[config.mk]
export PLATFORM = sky130hd
export DESIGN_NAME = hamming_12_8_tx
export DESIGN_NICKNAME = d
export VERILOG_FILES = /design/src/rtl/hamming_12_8_tx.sv
export SDC_FILE = /design/constraint.sdc
export NUM_CORES = 1
export LEC_CHECK = 0
export BUFFER_PORTS_ARGS = -buffer_cell sky130_fd_sc_hd__buf_2
export CAP_MARGIN = 20
export CORE_MARGIN = 10
export CORE_UTILIZATION = 25
export CTS_BUF_LIST = sky130_fd_sc_hd__clkbuf_8
export CTS_CLUSTER_DIAMETER = 120
export DETAILED_ROUTE_END_ITERATION = 12
export PLACE_DENSITY = 0.43
export SETUP_SLACK_MARGIN = 0.02
export SLEW_MARGIN = 20
export SYNTH_ARGS = -nofsm -noshare
export SYNTH_HDL_FRONTEND = slang
export SYNTH_SLANG_ARGS = --single-unit
[constraint.sdc]
create_clock -name clk -period 3.5 [get_ports clk]
set_clock_uncertainty 0.2 [all_clocks]
set_input_delay 0.7 -clock clk [delete_from_list [all_inputs] [get_ports clk]]
set_output_delay 0.7 -clock clk [all_outputs]
set_load 0.02 [all_outputs]
[src/rtl/hamming_12_8_tx.sv]
// hamming_12_8_tx: Hamming(12,8) encoder with one-byte pending buffer and LSB-first serial framer.
// Optional error injection is enabled by defining HAMMING_TX_ERR_INJ_EN.
module hamming_12_8_tx #(
  parameter int GAP_CYCLES = 2
) (
  input  logic        clk,
  input  logic        rst,
  input  logic [7:0]  in_data,
  input  logic        in_valid,
`ifdef HAMMING_TX_ERR_INJ_EN
  input  logic        inj_en,
  input  logic [3:0]  inj_pos,
`endif
  output logic        in_ready,
  output logic [11:0] code_out,
  output logic        code_valid,
  output logic        tx_bit,
  output logic        tx_frame,
  output logic        busy
);
  typedef enum logic [1:0] {IDLE, SHIFT, GAP} state_t;
  localparam logic [3:0] GAP_LAST = 4'(GAP_CYCLES - 2);
  state_t      state;
  logic        pend;
  logic [7:0]  pend_data;
  logic [11:0] sh;
  logic [11:0] flip;
  logic [11:0] code;
  logic [3:0]  bit_cnt;
  logic [3:0]  gap_cnt;
  function automatic logic [11:0] enc(input logic [7:0] d);
    return {d[0], d[1], d[2], d[3], d[3]^d[2]^d[1]^d[0], d[4], d[5], d[6],
            d[6]^d[5]^d[4]^d[0], d[7], d[7]^d[5]^d[4]^d[2]^d[1], d[7]^d[6]^d[4]^d[3]^d[1]};
  endfunction
`ifdef HAMMING_TX_ERR_INJ_EN
  logic       pend_inj;
  logic [3:0] pend_pos;
  always_ff @(posedge clk)
    if (rst) begin
      pend_inj <= 1'b0;
      pend_pos <= '0;
    end else if (in_valid && !pend) begin
      pend_inj <= inj_en;
      pend_pos <= inj_pos;
    end
  assign flip = (pend_inj && pend_pos != 4'd0 && pend_pos <= 4'd12) ? 12'd1 << (pend_pos - 4'd1) : '0;
`else
  assign flip = '0;
`endif
  assign code     = enc(pend_data) ^ flip;
  assign in_ready = !pend;
  assign busy     = state != IDLE || pend;
  always_ff @(posedge clk)
    if (rst) begin
      state      <= IDLE;
      pend       <= 1'b0;
      pend_data  <= '0;
      sh         <= '0;
      bit_cnt    <= '0;
      gap_cnt    <= '0;
      code_out   <= '0;
      code_valid <= 1'b0;
      tx_bit     <= 1'b0;
      tx_frame   <= 1'b0;
    end else begin
      code_valid <= 1'b0;
      if (in_valid && !pend) begin
        pend      <= 1'b1;
        pend_data <= in_data;
      end
      case (state)
        IDLE:
          if (pend) begin
            pend       <= 1'b0;
            sh         <= code;
            code_out   <= code;
            code_valid <= 1'b1;
            tx_bit     <= code[0];
            tx_frame   <= 1'b1;
            bit_cnt    <= '0;
            state      <= SHIFT;
          end
        SHIFT:
          if (bit_cnt == 4'd11) begin
            tx_frame <= 1'b0;
            tx_bit   <= 1'b0;
            gap_cnt  <= '0;
            state    <= GAP_CYCLES == 1 ? IDLE : GAP;
          end else begin
            bit_cnt <= bit_cnt + 4'd1;
            tx_bit  <= sh[1];
            sh      <= sh >> 1;
          end
        GAP:
          if (gap_cnt == GAP_LAST) state <= IDLE;
          else gap_cnt <= gap_cnt + 4'd1;
        default: state <= IDLE;
      endcase
    end
endmodule

# Word-level counts from Yosys, hierarchy flattened
# Cells that the tools add are included.
# op_classes
n_eq_ne,8
n_bitwise,15
addsub,2
div,0
n_mux,23
mul,0
n_shift,0
n_lt_le_gt_ge,0
reduce_logical,15
# ops
operator,count
2-to-1 mux 12 bit,2
one-hot mux 12 bit (2 select lines),1
2-to-1 mux 4 bit,4
one-hot mux 4 bit (2 select lines),2
bitwise XOR 1 bit,14
AND reduction 3 bit,4
!= test 2 bit (second input constant),5
adder 4 x 1 -> 4 bit (second input constant),2
2-to-1 mux 1 bit,8
2-to-1 mux 2 bit,3
one-hot mux 2 bit (3 select lines),1
nonzero test 2 bit,3
== test 4 bit (second input constant),1
logical NOT 4 bit,1
one-hot mux 1 bit (2 select lines),2
AND reduction 2 bit,2
== test 2 x 1 -> 1 bit (second input constant),1
== test 2 bit (second input constant),1
logical NOT 2 bit,1
OR reduction 2 bit,1
logical AND 1 bit,1
logical NOT 1 bit,1
logical OR 1 bit,1
inverter 1 bit,1
# totals
romBits,0
out_inout_bits,17
ramBits,0
n_memories,0
in_bits,11
wordCells,73
latchBits,0
regBits,46

# Depth between registers and ports, before layout
# logic_depth
word_depth,6
ltp_mapped,7
depth_no_buf,6

# Worst setup path after synthesis
# No wires, ideal clock.
# synth_path
kind,input to register
from,input rst
to,register tx_frame
stages,3
slack_ns,1.849
required_ns,3.168
setup_ns,0.132
arrival_ns,1.320
path_buffers,2
path_cell_list,clkbuf_1 > clkbuf_1 > o22ai_1
# synth_rtl
element,line,text
"start, declared",7,"input logic rst,"
"end signal, assigned",64,tx_frame <= 1'b0;
"end signal, assigned",79,tx_frame <= 1'b1;
"end signal, assigned",85,tx_frame <= 1'b0;
"end, declared",18,"output logic tx_frame,"
# No word-level cell between the ends.

# Final worst setup path
# layout_path
from,register state[0]
to,output busy
# layout_via
elab_chain_len,2
# layout_rtl
element,line,text
"start, declared",23,state_t state;
"start signal, assigned",88,state <= GAP_CYCLES == 1 ? IDLE : GAP;
nonzero test 2 bit,52,assign busy = state != IDLE || pend;
logical OR 1 bit,52,
"end, declared",19,output logic busy
# Every way passes these cells.

==> reports/results.ini <==
[cts]
cts_resized=0
cts_sinks=45
post_cts_buffers=0
clkTransAtPathRegs_ns=0.08
clock_latency_ns=0.29
root_buffer=clkbuf_8
cts_tree=yes
clock_path_buffers=2
postCtsHoldBufs=0
cts_inserted_buffers=5
h-tree-depth=2

[worst_setup_path]
path_cells=nor2_1, nand2_1, buf_2
crit_arrival_ns=1.11
startpoint_type=flop
cp_slowest_stage_delay_ns=0.47
crit_type=flop to output pin
critPathSlowestCell=dfxtp_1
required_ns=2.60
path_max_fanout=7
rr_worst_depth=4
end_kind=output pin

[sta]
tightestPinTransition_ns=0.9667
fin_crit_sh_pct=57.48
fmax_mhz=497.1
fin_setup_tns_ns=0
hold_viol=0
maxSlewViolCount=0
max-slew-margin-rel_pct=35.42
setup_slack_ns=1.488
rsz0062_at_grt=no
whs_ns=0.2546
min_period_ns=2.012
finalSetupViolations=0

[final_layout]
nNetsFinal=255
area_delta_synth_final_pct=14.45
drive_above_1_share_pct=18.18
post-route-util_pct=29.16
antennaDiodeCount=0

[route]
vias=1507
drc=0
viasPerCell=4.381
first_pass_iters=4
drt_wl_total_mm=4.569
drtAntennaViolNets=0
first_iter_violations=49
avgRoutedWirePerCell_um=13.28

[global_routing]
grt_util_all_layers_pct=8.417
grt_max_degree=33
grt_pass1_wl_mm=7.797
first_global_vias=1518
grt-ovfl-total=0
antenna_found_initial=0

[floorplan]
dieArea_mm2=0.01172
dieHeight_um=108.3
start_util_pct=25.47
rows=32
core-area_mm2=0.007647
io_pins=28
fp.dieW_um=108.3

[synth]
synth_area_per_cell_um2=8.936
synth_edf_count=0
yosysMostFrequentCell=dfxtp_1
yosysWarningCount=0
ys_ff_latch=45
synth-async-reset-ratio_pct=0
synth_flop_cell=dfxtp_1
synth_commonest_cells=dfxtp_1, nand2_1, nor2_1, a21oi_1, xnor2_1
syn-num-nets=232
yosysSeqAreaShare_pct=46.24
synth_top_cell_by_area=dfxtp_1
syn_inst=218
netlist_top_cells_area=dfxtp_1, nand2_1, nor2_1
netlist.area_leader.share_pct=46.24
synth_area_mm2=0.001948
synth_cell_type_count=42

[worst_hold_path]
hold_depth=2
hp-class=flop to flop

[job]
cap_violations=0

[placement]
place_congestion=0.6911
port_buffers=27
pre_cts_slack_ns=1.235
dp_hpwl_mm=3.301

[power_and_ir_drop]
clkPwrFrac_pct=28.6
p_switching_mw=0.3078
peakVddDrop_uv=208.8
p_seq_share_pct=53.8
power_frac_comb_pct=17.5
p_leak_nw=0.8878
swShare_pct=28.99
power.internal_mw=0.7538
design_power_total_mw=1.062
powerDensity_mw_per_mm2=476.1

[run_status]
status=finished, final reports clean

-- registers in the layout, summed over array words and instances (netlist names) --
signal      cells
state           2
pend            1
code_valid      1
code_out       12
sh             11
bit_cnt         4
tx_frame        1
gap_cnt         4
pend_data       8
tx_bit          1
-- routing by layer --
metal | up-vias | track usage [%] | part of all wire, % | wire length (µm)
li1 | 779 | - | - | -
met1 | 691 | 9.682 | 45 | 2036
met2 | 30 | 13.75 | 48 | 2171
met3 | 7 | 3.450 | 6.3 | 288
met4 | 0 | 3.107 | 1.6 | 74
met5 | - | 0 | 0 | 0
-- cell type report --
cell class                 count  area, µm²
fill                         841       5418
multi-input combinational    155      952.2
sequential                    45      900.9
timing repair buffer          29      150.1
tap                          102      127.6
clock buffer                   5      68.82
inverter                       5      18.77
clock inverter                 3      11.26
-- worst paths after layout --
path                                       startpoint                    end  slack, ns
worst max-delay path            state[0]$_SDFFE_PP0P_                   busy       1.49
worst max register to register  state[1]$_SDFFE_PP0P_  tx_frame$_SDFFE_PP0P_       1.61
worst min register to register  tx_frame$_SDFFE_PP0P_  tx_frame$_SDFFE_PP0P_       0.25
worst min-delay path            tx_frame$_SDFFE_PP0P_  tx_frame$_SDFFE_PP0P_       0.25
-- worst max-delay path: cells and delay by family, from the launching register on --
kind                   cells  cell delay [ns]
buffers and inverters      1             0.16
and+or+nand+nor            2             0.18
DFF                        1             0.47
-- layout by cell type, fill, tap and decap left out --
| master | n |
|---|---|
| nand3b_1 | 1 |
| nand2_1 | 41 |
| a211o_1 | 2 |
| buf_2 | 27 |
| and2b_4 | 1 |
| xnor3_1 | 2 |
| o31a_1 | 1 |
| o21ba_4 | 1 |
| nand4b_1 | 1 |
| o311a_1 | 1 |
| nor2_1 | 30 |
| xor2_1 | 4 |
| nand2_2 | 1 |
| nor3_1 | 3 |
| and2_4 | 1 |
| dfxtp_1 | 45 |
| nand4_1 | 2 |
| xnor2_1 | 9 |
| ha_1 | 3 |
| nor4_1 | 1 |
| a211oi_1 | 3 |
| a21oi_1 | 18 |
| nand3_1 | 3 |
| or2_2 | 1 |
| a211oi_2 | 1 |
| a311oi_1 | 5 |
| nor3_2 | 1 |
| o211ai_1 | 1 |
| nand2b_1 | 1 |
| nor2_2 | 1 |
| a311oi_2 | 2 |
| clkbuf_8 | 5 |
| mux2i_1 | 8 |
| o22ai_1 | 1 |
| or3_1 | 2 |
| inv_1 | 8 |
| buf_4 | 2 |
| nor2b_1 | 2 |
-- metrics by stage --
step,instance area (µm²),cells
finish,2230,344
global route,2230,344
CTS,2230,344
detailed placement,2150,336
global placement,2150,336
floorplan,1948,218
-- cell families after synthesis --
group           synth area share (%)
simple gates                   21.07
flops                          46.24
mux                            4.111
fa+ha+maj                      1.927
buf+inv                        4.881
xor+xnor                       8.157
compound gates                 13.62
-- power by group through the flow --
stage	Sequential (mW)	Combinational (mW)	Clock, mW
2_1_floorplan	0.591	0.139	0
3_3_place_gp	0.584	0.191	0
3_5_place_dp	0.585	0.190	0
4_1_cts	0.573	0.191	0.319
5_1_grt	0.578	0.211	0.341
6_report	0.571	0.186	0.304
Power figures use the tool's default switching activity.
